===== src/rtl/pc_sequencer_if.sv =====
// Bus between the fetch-stage control and the PC sequencer.
// The sequencer connects through the slave modport and the control side through master.
// With PC_SEQ_CALL_RET_EN defined the bus also carries call, ret and ret_addr.
interface pc_sequencer_if #(
    parameter int PW = 12,
    parameter int OW = 12
);
    logic          start;
    logic          stall;
    logic          branch_taken;
    logic [OW-1:0] offset;
    logic          halt_req;
    logic          lut_en;
    logic [PW-1:0] pc;
    logic          fetch_valid;
    logic          flush;
    logic          done;
    logic [7:0]    branch_count;
`ifdef PC_SEQ_CALL_RET_EN
    logic          call;
    logic          ret;
    logic [PW-1:0] ret_addr;

    modport master (
        output start, stall, branch_taken, offset, halt_req, call, ret,
        input  lut_en, pc, fetch_valid, flush, done, branch_count, ret_addr
    );
    modport slave (
        input  start, stall, branch_taken, offset, halt_req, call, ret,
        output lut_en, pc, fetch_valid, flush, done, branch_count, ret_addr
    );
`else
    modport master (
        output start, stall, branch_taken, offset, halt_req,
        input  lut_en, pc, fetch_valid, flush, done, branch_count
    );
    modport slave (
        input  start, stall, branch_taken, offset, halt_req,
        output lut_en, pc, fetch_valid, flush, done, branch_count
    );
`endif
endinterface


===== src/rtl/pc_sequencer.sv =====
// Program-counter sequencer for the fetch stage.
// It steps the PC, applies signed relative branch offsets from the branch target LUT,
// inserts FLUSH_CYC bubble cycles after every redirect and handles start, halt and stall.
// Optional feature macro: PC_SEQ_CALL_RET_EN adds a one-level call/return.
module pc_sequencer #(
    parameter int PW        = 12,
    parameter int OW        = 12,
    parameter int FLUSH_CYC = 1
) (
    input  logic          Clk,
    input  logic          Reset,
    pc_sequencer_if.slave bus
);
    typedef enum logic [1:0] {
        IDLE   = 2'd0,
        RUN    = 2'd1,
        FLUSH  = 2'd2,
        HALTED = 2'd3
    } state_t;

    // The counter starts one below the bubble count so it reaches zero in the last bubble.
    localparam logic [2:0] FLUSH_INIT = 3'(FLUSH_CYC - 1);

    state_t        state_reg, state_next;
    logic [PW-1:0] pc_reg, pc_next;
    logic [2:0]    cnt_reg, cnt_next;
    logic [7:0]    bc_reg, bc_next;
    logic          lut_en_c;
    logic [PW-1:0] offset_ext;
    logic          take_branch;
`ifdef PC_SEQ_CALL_RET_EN
    logic [PW-1:0] ret_reg, ret_next;
`endif

    // Sign-extend the LUT offset to PC width; the add below then wraps modulo 2^PW.
    assign offset_ext = PW'($signed(bus.offset));

`ifdef PC_SEQ_CALL_RET_EN
    assign take_branch = bus.branch_taken | bus.call;
`else
    assign take_branch = bus.branch_taken;
`endif

    // State register and datapath registers; reset overrides every other input.
    always_ff @(posedge Clk) begin
        if (Reset) begin
            state_reg <= IDLE;
            pc_reg    <= '0;
            cnt_reg   <= '0;
            bc_reg    <= '0;
`ifdef PC_SEQ_CALL_RET_EN
            ret_reg   <= '0;
`endif
        end else begin
            state_reg <= state_next;
            pc_reg    <= pc_next;
            cnt_reg   <= cnt_next;
            bc_reg    <= bc_next;
`ifdef PC_SEQ_CALL_RET_EN
            ret_reg   <= ret_next;
`endif
        end
    end

    // Next-state logic, PC update and the combinational LUT enable.
    always_comb begin
        state_next = state_reg;
        pc_next    = pc_reg;
        cnt_next   = cnt_reg;
        bc_next    = bc_reg;
        lut_en_c   = 1'b0;
`ifdef PC_SEQ_CALL_RET_EN
        ret_next   = ret_reg;
`endif
        case (state_reg)
            IDLE, HALTED: begin
                if (bus.start) begin
                    state_next = RUN;
                    pc_next    = '0;
                    cnt_next   = '0;
                    bc_next    = '0;
                end
            end
            RUN: begin
                if (bus.stall) begin
                    state_next = RUN;
                end else if (bus.halt_req) begin
                    state_next = HALTED;
                end else if (take_branch
`ifdef PC_SEQ_CALL_RET_EN
                             && (bus.call || !bus.ret)
`endif
                            ) begin
                    lut_en_c   = 1'b1;
                    pc_next    = pc_reg + offset_ext;
                    state_next = FLUSH;
                    cnt_next   = FLUSH_INIT;
                    bc_next    = (bc_reg == 8'hFF) ? bc_reg : bc_reg + 8'd1;
`ifdef PC_SEQ_CALL_RET_EN
                    if (bus.call) begin
                        ret_next = pc_reg + PW'(1);
                    end
`endif
`ifdef PC_SEQ_CALL_RET_EN
                end else if (bus.ret) begin
                    pc_next    = ret_reg;
                    state_next = FLUSH;
                    cnt_next   = FLUSH_INIT;
`endif
                end else begin
                    pc_next = pc_reg + PW'(1);
                end
            end
            FLUSH: begin
                if (bus.stall) begin
                    state_next = FLUSH;
                end else if (bus.halt_req) begin
                    state_next = HALTED;
                end else if (cnt_reg == 3'd0) begin
                    state_next = RUN;
                end else begin
                    cnt_next = cnt_reg - 3'd1;
                end
            end
            default: begin
                state_next = IDLE;
            end
        endcase
    end

    assign bus.lut_en       = lut_en_c;
    assign bus.pc           = pc_reg;
    assign bus.fetch_valid  = (state_reg == RUN);
    assign bus.flush        = (state_reg == FLUSH);
    assign bus.done         = (state_reg == HALTED);
    assign bus.branch_count = bc_reg;
`ifdef PC_SEQ_CALL_RET_EN
    assign bus.ret_addr     = ret_reg;
`endif
endmodule


===== src/flat_wrapper.sv =====
// flat-port wrapper written by rule: the top's interface ports become plain ports
module pc_sequencer_flat 
#(
    parameter int PW        = 12,
    parameter int OW        = 12,
    parameter int FLUSH_CYC = 1
)
  (Clk, Reset, bus_start, bus_stall, bus_branch_taken, bus_offset, bus_halt_req, bus_lut_en, bus_pc, bus_fetch_valid, bus_flush, bus_done, bus_branch_count);
  pc_sequencer_if #(.PW(PW), .OW(OW)) bus_i ();
  input  logic Clk;
  input  logic Reset;
  input wire logic [$bits(bus_i.start)-1:0] bus_start;
  input wire logic [$bits(bus_i.stall)-1:0] bus_stall;
  input wire logic [$bits(bus_i.branch_taken)-1:0] bus_branch_taken;
  input wire logic [$bits(bus_i.offset)-1:0] bus_offset;
  input wire logic [$bits(bus_i.halt_req)-1:0] bus_halt_req;
  output wire logic [$bits(bus_i.lut_en)-1:0] bus_lut_en;
  output wire logic [$bits(bus_i.pc)-1:0] bus_pc;
  output wire logic [$bits(bus_i.fetch_valid)-1:0] bus_fetch_valid;
  output wire logic [$bits(bus_i.flush)-1:0] bus_flush;
  output wire logic [$bits(bus_i.done)-1:0] bus_done;
  output wire logic [$bits(bus_i.branch_count)-1:0] bus_branch_count;
  assign bus_i.start = bus_start;
  assign bus_i.stall = bus_stall;
  assign bus_i.branch_taken = bus_branch_taken;
  assign bus_i.offset = bus_offset;
  assign bus_i.halt_req = bus_halt_req;
  assign bus_lut_en = bus_i.lut_en;
  assign bus_pc = bus_i.pc;
  assign bus_fetch_valid = bus_i.fetch_valid;
  assign bus_flush = bus_i.flush;
  assign bus_done = bus_i.done;
  assign bus_branch_count = bus_i.branch_count;
  pc_sequencer #(.PW(PW), .OW(OW), .FLUSH_CYC(FLUSH_CYC)) u_core (.Clk(Clk), .Reset(Reset), .bus(bus_i));
endmodule

===== config.mk =====
export PLATFORM = sky130hd
export DESIGN_NAME = pc_sequencer_flat
export DESIGN_NICKNAME = d
export VERILOG_FILES = /design/src/rtl/pc_sequencer_if.sv /design/src/rtl/pc_sequencer.sv /design/src/flat_wrapper.sv
export SDC_FILE = /design/constraint.sdc
export NUM_CORES = 1
export LEC_CHECK = 0
export ABC_AREA = 1
export ABC_CLOCK_PERIOD_IN_PS = 7000
export CAP_MARGIN = 5
export CORE_MARGIN = 5
export CORE_UTILIZATION = 35
export DETAILED_ROUTE_END_ITERATION = 12
export GPL_ROUTABILITY_DRIVEN = 1
export GPL_TIMING_DRIVEN = 0
export SETUP_SLACK_MARGIN = 0.1
export SLEW_MARGIN = 20
export SYNTH_ARGS = -nofsm -noshare
export SYNTH_HDL_FRONTEND = slang
export SYNTH_SLANG_ARGS = --single-unit

===== constraint.sdc =====
create_clock -name Clk -period 7 [get_ports Clk]
set_clock_uncertainty 0.15 [all_clocks]
set_input_delay 1.4 -clock Clk [delete_from_list [all_inputs] [get_ports Clk]]
set_output_delay 1.4 -clock Clk [all_outputs]
set_load 0.03 [all_outputs]

### Yosys cells after proc, flatten, opt, wreduce, memory -nomap -nowiden

Cells that the tools add are included.

* mux-type cells: 31
* eq/ne operators: 14
* add/subtract/negate cells: 4
* reductions and logical operators: 8

Operator list (count)
* 2-to-1 mux 12 bit: 4
* 2-to-1 mux 8 bit: 5
* case mux 12 bit (2 select lines): 1
* 2-to-1 mux 3 bit: 7
* != test 2 bit (second input constant): 8
* case mux 8 bit (2 select lines): 1
* 2-to-1 mux 2 bit: 7
* adder 12 x 1 -> 12 bit (second input constant): 1
* adder 12 bit: 1
* case mux 3 bit (3 select lines): 1
* adder 8 x 1 -> 8 bit (second input constant): 1
* equality test 8 bit (second input constant): 1
* AND reduction 7 bit: 1
* case mux 2 bit (3 select lines): 1
* AND reduction 6 bit: 1
* equality test 2 bit (second input constant): 2
* 2-to-1 mux 1 bit: 4
* != test 4 x 3 -> 1 bit (second input constant): 1
* != test 4 bit (second input constant): 1
* AND reduction 4 bit: 1
* zero test 3 bit: 1
* AND reduction 3 bit: 1
* subtractor 3 x 1 -> 3 bit (second input constant): 1
* equality test 2 x 1 -> 1 bit (second input constant): 1
* 3 further kinds: 3

* output and inout bits: 24
* logic and storage cells: 61
* bits of input ports: 18
* register bits after elaboration: 25

### Longest topological paths before layout

Gate-level depths: netlist of run 1.

* word-level depth: 6
* depth in mapped cells: 13
* mapped depth without buffers: 12

### Least setup slack after synthesis of run 1

OpenSTA, ideal clock, no wires.

* path type: input to output
* start: input bus_stall
* end: output bus_lut_en
* path slack: 3.288 ns
* arrival: 2.162 ns
* path buffers: 0
* data required time: 5.450 ns
* stages on the path: 3
* path through: inv_2 nand2_1 nor3_1

* cells in the longest elaborated chain, start to end: 2

RTL lines
* start: declaration: line flat_wrapper.sv:13 `input wire logic [$bits(bus_i.stall)-1:0] bus_stall;`
* 2-to-1 mux 1 bit: line pc_sequencer.sv:85 `if (bus.stall) begin`
* 2-to-1 mux 1 bit: line pc_sequencer.sv:75 `case (state_reg)`
* end: declaration: line flat_wrapper.sv:17 `output wire logic [$bits(bus_i.lut_en)-1:0] bus_lut_en;`

Every way passes these cells.

### Final worst setup path of run 1

* start: input bus_branch_taken
* end: output bus_lut_en

* cells in the longest elaborated chain, start to end: 4

RTL lines
* start: declaration: line flat_wrapper.sv:14 `input wire logic [$bits(bus_i.branch_taken)-1:0] bus_branch_taken;`
* 2-to-1 mux 1 bit: line pc_sequencer.sv:89 `end else if (take_branch`
* 2-to-1 mux 1 bit: line pc_sequencer.sv:87 `end else if (bus.halt_req) begin`
* 2-to-1 mux 1 bit: line pc_sequencer.sv:85
* 2-to-1 mux 1 bit: line pc_sequencer.sv:75

Every way passes these cells.

==> reports/qor.tcl, run 1 <==
set qor(worst_setup_hold_path_clk_slew_ns) 0.10
set qor(die_y_um) 85.6
set qor(hold-path-endpoint) {u_core.cnt_reg[1]$_SDFFE_PP0P_}
set qor(yosys.area_share.simple) 0.362
set qor(antenna_cells) 0
set qor(setup_viol_count_final) 0
set qor(grt_setup_unrepaired) {false}
set qor(leak_pwr_nw) 1.21
set qor(place.port_buffers) 41
set qor(detail_route.wl_per_cell_um) 11.2
set qor(drtIter0Drc) 72
set qor(timing.final.crit_share) 0.640
set qor(max-cap-violations) 0
set qor(io-pin-count) 42
set qor(start_util) 0.361
set qor(cp_data_arrival_time_ns) 2.93
set qor(first_global_vias) 1873
set qor(synthTopCellsByArea) {sky130_fd_sc_hd__dfxtp_1, sky130_fd_sc_hd__nand2_1, sky130_fd_sc_hd__ha_1, sky130_fd_sc_hd__inv_1, sky130_fd_sc_hd__a21oi_1}
set qor(critical_path.slowest_cell) {sky130_fd_sc_hd__clkdlybuf4s50_1}
set qor(max_freq_ghz) 0.223
set qor(core_sq_mm) 0.00554
set qor(nNetsFinal) 396
set qor(power_per_cell_area_mw_per_mm2) 155
set qor(cts-root-buf) {sky130_fd_sc_hd__clkbuf_8}
set qor(track_usage) 0.138
set qor(synthToLayoutAreaGrowth_pct) 27.3
set qor(ys_warn_count) 0
set qor(grt_first_pass_wirelength_um) 8270
set qor(cpMostUsedCell) {sky130_fd_sc_hd__clkdlybuf4s50_1}
set qor(tritoncts.num_buffers) 3
set qor(floorplan.die_area_sq_mm) 0.00733
set qor(count_of_antenna_violating_nets_left_after_detailed_routing) 0
set qor(reg2reg_to) {u_core.bus.branch_count[2]$_SDFFE_PP0P_}
set qor(largest_register_ff_count) 12
set qor(timing_hold_violations_final) 0
set qor(synth_top_family_by_area) {simple AND/OR/NAND/NOR gates}
set qor(min_period_ns) 4.48
set qor(worst_r2r_setup_slack_ns) 4.94
set qor(number_of_enable_type_register_cells_in_the_synthesized_netlist) 0
set qor(outcome) {finished clean}
set qor(htree_num_levels) 1
set qor(cts.repair_timing.setup_buffer_count) 0
set qor(syn_nets) 350
set qor(via_count) 1983
set qor(tightest_slew_ns) 0.598
set qor(crit_path_end_kind) {output pin}
set qor(holdCritPathClass) {flip-flop to flip-flop}
set qor(number_of_antenna_violations_at_the_first_check_in_global_routing) 0
set qor(synth_seq_area_share) 0.250
set qor(r2r.worst_path.cells) 12
set qor(largest_vdd_supply_drop_v) 0.000136
set qor(final_layout_size_suffix_gt1_frac) 0.0919
set qor(final_cell_area_sq_mm) 0.00255
set qor(grt_overflow_total) 0
set qor(ys_seq_elements) 25
set qor(post-synth-top-area-fraction) 0.250
set qor(finalMaxSlewViolations) 0
set qor(start_kind) {input pin}
set qor(synth.distinct_cells) 31
set qor(critical_path_required_ns) 5.45
set qor(timing.critical_path.fanout_max) 4
set qor(postSynth.asyncResetShare) 0
set qor(drt_first_pass_iters) 4
set qor(detail_route.wirelength_um) 4820
set qor(synthMostInstantiatedCell) {sky130_fd_sc_hd__nand2_1}
set qor(detailedPlacementHpwl_um) 3720
set qor(syn_avg_cell_area_sq_um) 6.38
set qor(worstHoldStart) {u_core.cnt_reg[1]$_SDFFE_PP0P_}
set qor(clk-insertion-delay-late_ns) 0.27
set qor(cts_hold_buffers) 0
set qor(setup-tns-final_ns) 0
set qor(max-slew-margin-rel) 0.602
set qor(clock_path_buffers) 2
set qor(postCtsResizedCells) 0
set qor(tritoncts) {yes}
set qor(finalHoldWorstSlack_ns) 0.319
set qor(post_synthesis_adder_cell_area_fraction) 0.116
set qor(yosys.area_share.xor_xnor) 0.0219
set qor(worst_path_largest_cell_delay_ns) 0.70
set qor(dpl-instance-area_sq_mm) 0.00250
set qor(crit_type) {input pin to output pin}
set qor(post-synth-top-area-cell) {sky130_fd_sc_hd__dfxtp_1}
set qor(core.rowCount) 27
set qor(place_congestion) 0.818
set qor(timing.critical_path.cells) {clkdlybuf4s50_1, inv_1, nor3_1, clkdlybuf4s50_1}
set qor(drc) 0
set qor(post_synth_inst_count) 314
set qor(synthMuxAreaShare) 0
set qor(yosys_most_used_dff) {sky130_fd_sc_hd__dfxtp_1}
set qor(r2r-start) {u_core.state_reg[0]$_SDFFE_PP0P_}
set qor(yosys-top-cells-count) {sky130_fd_sc_hd__nand2_1, sky130_fd_sc_hd__inv_1, sky130_fd_sc_hd__a21oi_1, sky130_fd_sc_hd__nor2_1}
set qor(netlist_area_sq_mm) 0.00200
set qor(grt_max_degree) 15
set qor(min_delay_path_depth) 2
set qor(dieWidth_um) 85.6
set qor(compound_gate_portion_of_the_synthesized_area) 0.128
set qor(cts.sinks) 25
set qor(viasPerCell) 4.60
set qor(final_core_util) 0.460
layout make-up:
type / count / area [sq um]
Clock buffer: 3 / 41.3
Inverter: 54 / 205
Clock inverter: 1 / 5.00
Tap cell: 72 / 90.1
Fill cell: 614 / 2990
Multi-Input combinational cell: 229 / 1260
Sequential cell: 25 / 500
Buffer: 6 / 38.8
Timing Repair Buffer: 41 / 410
routing by layer:
metal  track usage  routed length, um  vias up
met5             0                  0        -
met4        0.0216                 25        0
met3        0.0365                239        2
met2         0.242               2310       34
met1         0.171               2240      864
li1              -                  -     1083
how the worst max path moves through the flow:
stage                           startpoint         end  cells after the start
final                     bus_branch_taken  bus_lut_en                      4
after global routing      bus_branch_taken  bus_lut_en                      4
after CTS                 bus_branch_taken  bus_lut_en                      4
after detailed placement  bus_branch_taken  bus_lut_en                      4
after global placement    bus_branch_taken  bus_lut_en                      4
after floorplan                  bus_stall  bus_lut_en                      3
cell usage in the layout (no fill, tap or decap), types with 5 or more instances in the layout:
cell type / Yosys / layout
sky130_fd_sc_hd__nand3_1: 25 / 25
sky130_fd_sc_hd__nand2_1: 90 / 90
sky130_fd_sc_hd__ha_1: 17 / 17
sky130_fd_sc_hd__a21oi_1: 26 / 26
sky130_fd_sc_hd__nor2_1: 26 / 26
sky130_fd_sc_hd__dfxtp_1: 25 / 25
sky130_fd_sc_hd__a21oi_2: 5 / 5
sky130_fd_sc_hd__clkdlybuf4s50_1: 0 / 41
sky130_fd_sc_hd__xor2_1: 5 / 5
sky130_fd_sc_hd__inv_1: 49 / 49
logic make-up after synthesis:
family,Yosys count
AOI/OAI and AO/OA,43
xor gates and xnor gates,5
adders and majority gates,18
buffers and inverters,60
DFF,25
and+or+nand+nor,163
power breakdown:
| group | switching [W] | internal [W] |
|---|---|---|
| sequential | 0.00000735 | 0.000150 |
| clock | 0.0000518 | 0.0000400 |
| combinational | 0.0000899 | 0.0000568 |
| total | 0.000149 | 0.000247 |
per-stage QoR:
step / power [W] / cells / setup slack [ns]
3_3_place_gp: 0.000308 / 427 / 2.53
3_5_place_dp: 0.000308 / 427 / 2.53
2_1_floorplan: 0.000261 / 314 / 3.29
4_1_cts: 0.000404 / 431 / 2.51
6_report: 0.000396 / 431 / 2.52
5_1_grt: 0.000428 / 431 / 2.45
critical path: cells and delay by family:
family / cells / cell delay (ns)
buf+inv: 3 / 1.37
simple gates: 1 / 0.17
Power figures use the tool's default switching activity.
==> inputs of run 2 (changes only) <==
- ABC_CLOCK_PERIOD_IN_PS: 7000 -> 3700
- clock period: 7 -> 3.7 ns (I/O delays scaled with it)
==> results of run 2 <==
Same layout as run 1 (identical final DEF). Status: finished clean.
Among the figures that moved: setup slack after placement 2.53 ns -> 0.330 ns; setup slack after layout 2.52 ns -> 0.540 ns; register-to-register setup slack 4.94 ns -> 1.64 ns; total power 0.000396 W -> 0.000748 W; worst IR drop on VDD 0.000136 V -> 0.000258 V
==> inputs of run 3 (changes only) <==
- CORE_MARGIN: 5 -> not set
==> reports/qor.tcl, run 3 (synthesis results as in run 1) <==
set qor(outcome) {finished clean} ;# unchanged
set qor(internal_power_w) 0.000468 ;# was 0.000466 W
set qor(drt_first_pass_iters) 4 ;# unchanged
set qor(core_sq_mm) 0.00551 ;# was 0.00554 sq mm
set qor(cpMostUsedCell) {sky130_fd_sc_hd__clkdlybuf4s50_1} ;# unchanged
set qor(timing.final.crit_share) 0.849 ;# was 0.854
set qor(crit_type) {input pin to output pin} ;# unchanged
set qor(antenna_cells) 0 ;# unchanged
set qor(viasPerCell) 4.66 ;# was 4.60
set qor(floorplan.die_area_sq_mm) 0.00603 ;# was 0.00733 sq mm
set qor(max-slew-margin-rel) 0.583 ;# was 0.602
set qor(timing.critical_path.cells) {clkdlybuf4s50_1, inv_1, nor3_1, clkdlybuf4s50_1} ;# unchanged
set qor(grt_overflow_total) 0 ;# unchanged
set qor(power_frac_seq) 0.395 ;# was 0.397
set qor(place.port_buffers) 41 ;# unchanged
set qor(cts.repair_timing.setup_buffer_count) 0 ;# unchanged
set qor(cts_hold_buffers) 0 ;# unchanged
set qor(die_y_um) 77.6 ;# was 85.6 um
set qor(track_usage) 0.171 ;# was 0.138
set qor(htree_num_levels) 1 ;# unchanged
set qor(start_kind) {input pin} ;# unchanged
set qor(critical_path_required_ns) 2.81 ;# about the same
set qor(setup-tns-final_ns) 0 ;# unchanged
set qor(io-pin-count) 42 ;# unchanged
set qor(cts.sinks) 25 ;# unchanged
set qor(power.share.combinational) 0.367 ;# was 0.371
set qor(groute.layer.met3.usage) 0.0247 ;# was 0.0365
set qor(layout.cells.most_common) {sky130_fd_sc_hd__nand2_1} ;# unchanged
set qor(grt_first_pass_wirelength_um) 8290 ;# was 8270 um
set qor(power.switching_w) 0.000286 ;# was 0.000282 W
set qor(layout_common_cells) {sky130_fd_sc_hd__nand2_1, sky130_fd_sc_hd__inv_1, sky130_fd_sc_hd__clkdlybuf4s50_1, sky130_fd_sc_hd__nor2_1, sky130_fd_sc_hd__a21oi_1} ;# unchanged
set qor(via_count) 2009 ;# was 1983
set qor(max_freq_ghz) 0.318 ;# was 0.316 GHz
set qor(cp_data_arrival_time_ns) 2.25 ;# was 2.27 ns
set qor(critical_path.slowest_cell) {sky130_fd_sc_hd__clkdlybuf4s50_1} ;# unchanged
set qor(detail_route.wl_per_cell_um) 11.1 ;# was 11.2 um
set qor(layout.cells.non_filler) 431 ;# unchanged
set qor(globalRouteMet1Util) 0.208 ;# was 0.171
set qor(grt_use_met2) 0.304 ;# was 0.242
set qor(crit_path_end_kind) {output pin} ;# unchanged
set qor(worst_path_largest_cell_delay_ns) 0.70 ;# about the same
set qor(nNetsFinal) 396 ;# unchanged
set qor(postCtsResizedCells) 0 ;# unchanged
set qor(drtIter0Drc) 64 ;# was 72
set qor(finalMaxSlewViolations) 0 ;# unchanged
set qor(synthToLayoutAreaGrowth_pct) 27.4 ;# was 27.3%
set qor(timing.critical_path.fanout_max) 4 ;# unchanged
set qor(post-place-cells) 427 ;# unchanged
set qor(detailedPlacementHpwl_um) 3670 ;# was 3720 um
set qor(min_period_ns) 3.14 ;# was 3.16 ns
set qor(count_of_antenna_violating_nets_left_after_detailed_routing) 0 ;# unchanged
set qor(clock_power_share) 0.238 ;# was 0.232
set qor(tightest_slew_ns) 0.625 ;# was 0.598 ns
set qor(tritoncts) {yes} ;# unchanged
set qor(grt_max_degree) 16 ;# was 15
set qor(holdCritPathClass) {flip-flop to flip-flop} ;# unchanged
set qor(largest_register_ff_count) 12 ;# unchanged
set qor(dieWidth_um) 77.6 ;# was 85.6 um
set qor(power_per_cell_area_mw_per_mm2) 295 ;# was 294 mW/mm^2
set qor(final_layout_size_suffix_gt1_frac) 0.0919 ;# unchanged
set qor(busiest_layer) {met2} ;# unchanged
set qor(number_of_antenna_violations_at_the_first_check_in_global_routing) 0 ;# unchanged
set qor(core.rowCount) 27 ;# unchanged
set qor(timing_hold_violations_final) 0 ;# unchanged
set qor(first_global_vias) 1886 ;# was 1873
set qor(clk-insertion-delay-late_ns) 0.29 ;# was 0.27 ns
set qor(worst_setup_hold_path_clk_slew_ns) 0.10 ;# about the same
set qor(grt_setup_unrepaired) {false} ;# unchanged
set qor(netSwitchingFraction) 0.379 ;# was 0.377
set qor(place_congestion) 0.818 ;# about the same
set qor(cts-root-buf) {sky130_fd_sc_hd__clkbuf_8} ;# unchanged
set qor(leak_pwr_nw) 1.21 ;# about the same
set qor(start_util) 0.364 ;# was 0.361
set qor(setup_viol_count_final) 0 ;# unchanged
set qor(detail_route.wirelength_um) 4780 ;# was 4820 um
set qor(tritoncts.num_buffers) 3 ;# unchanged
set qor(drc) 0 ;# unchanged
set qor(max-cap-violations) 0 ;# unchanged
set qor(clock_path_buffers) 2 ;# unchanged
set qor(largest_vdd_supply_drop_v) 0.000148 ;# was 0.000258 V
run 3: cell types whose count changed in the layout (fill, tap and decap cells not counted):
| cell | previous run | this run |
|---|---|---|
| sky130_fd_sc_hd__clkinvlp_4 | 0 | 1 |
| sky130_fd_sc_hd__clkinv_2 | 1 | 0 |
run 3: final timing paths:
check                                         from                                 endpoint  slack, ns  depth (start not counted)
hold / removal      u_core.cnt_reg[1]$_SDFFE_PP0P_           u_core.cnt_reg[1]$_SDFFE_PP0P_       0.33                          2
hold reg to reg     u_core.cnt_reg[1]$_SDFFE_PP0P_           u_core.cnt_reg[1]$_SDFFE_PP0P_       0.33                          2
setup / recovery                  bus_branch_taken                               bus_lut_en       0.56                          4
setup reg to reg  u_core.state_reg[0]$_SDFFE_PP0P_  u_core.bus.branch_count[2]$_SDFFE_PP0P_       1.67                         12
run 3: routing by layer:
metal	vias up	part of all wire
met5	-	0
met4	0	0.011
met3	5	0.035
met2	30	0.47
met1	895	0.48
li1	1079	-
run 3: through the flow:
step / total power [W] / cell area [sq um] / utilization / setup slack (ns) / hold slack [ns]
2_1_floorplan: 0.000494 / 2000 / - / 1.17 / 0.295
3_3_place_gp: 0.000582 / 2500 / 0.454 / 0.390 / 0.305
3_5_place_dp: 0.000583 / 2500 / 0.454 / 0.375 / 0.317
4_1_cts: 0.000762 / 2550 / 0.463 / 0.528 / 0.331
5_1_grt: 0.000807 / 2550 / 0.463 / 0.402 / 0.358
6_report: 0.000754 / 2550 / 0.463 / 0.558 / 0.325
run 3: power by group through the flow:
stage / clock, W / combinational [W] / sequential (W)
2_1_floorplan: 0 / 0.000170 / 0.000324
3_3_place_gp: 0 / 0.000278 / 0.000304
3_5_place_dp: 0 / 0.000279 / 0.000304
4_1_cts: 0.000185 / 0.000280 / 0.000298
5_1_grt: 0.000199 / 0.000308 / 0.000300
6_report: 0.000180 / 0.000276 / 0.000298
run 3: cell type report:
cell class	instances	area [sq um]
sequential	25	500
clock buffer	3	41.3
tap	72	90.1
fill	618	2960
multi-input combinational	229	1260
timing repair buffer	41	410
clock inverter	1	7.51
inverter	54	205
buffer	6	38.8
run 3: critical path: cells and delay by family:
kind          cells  cell delay [ns]
buf+inv           3             1.33
simple gates      1             0.18
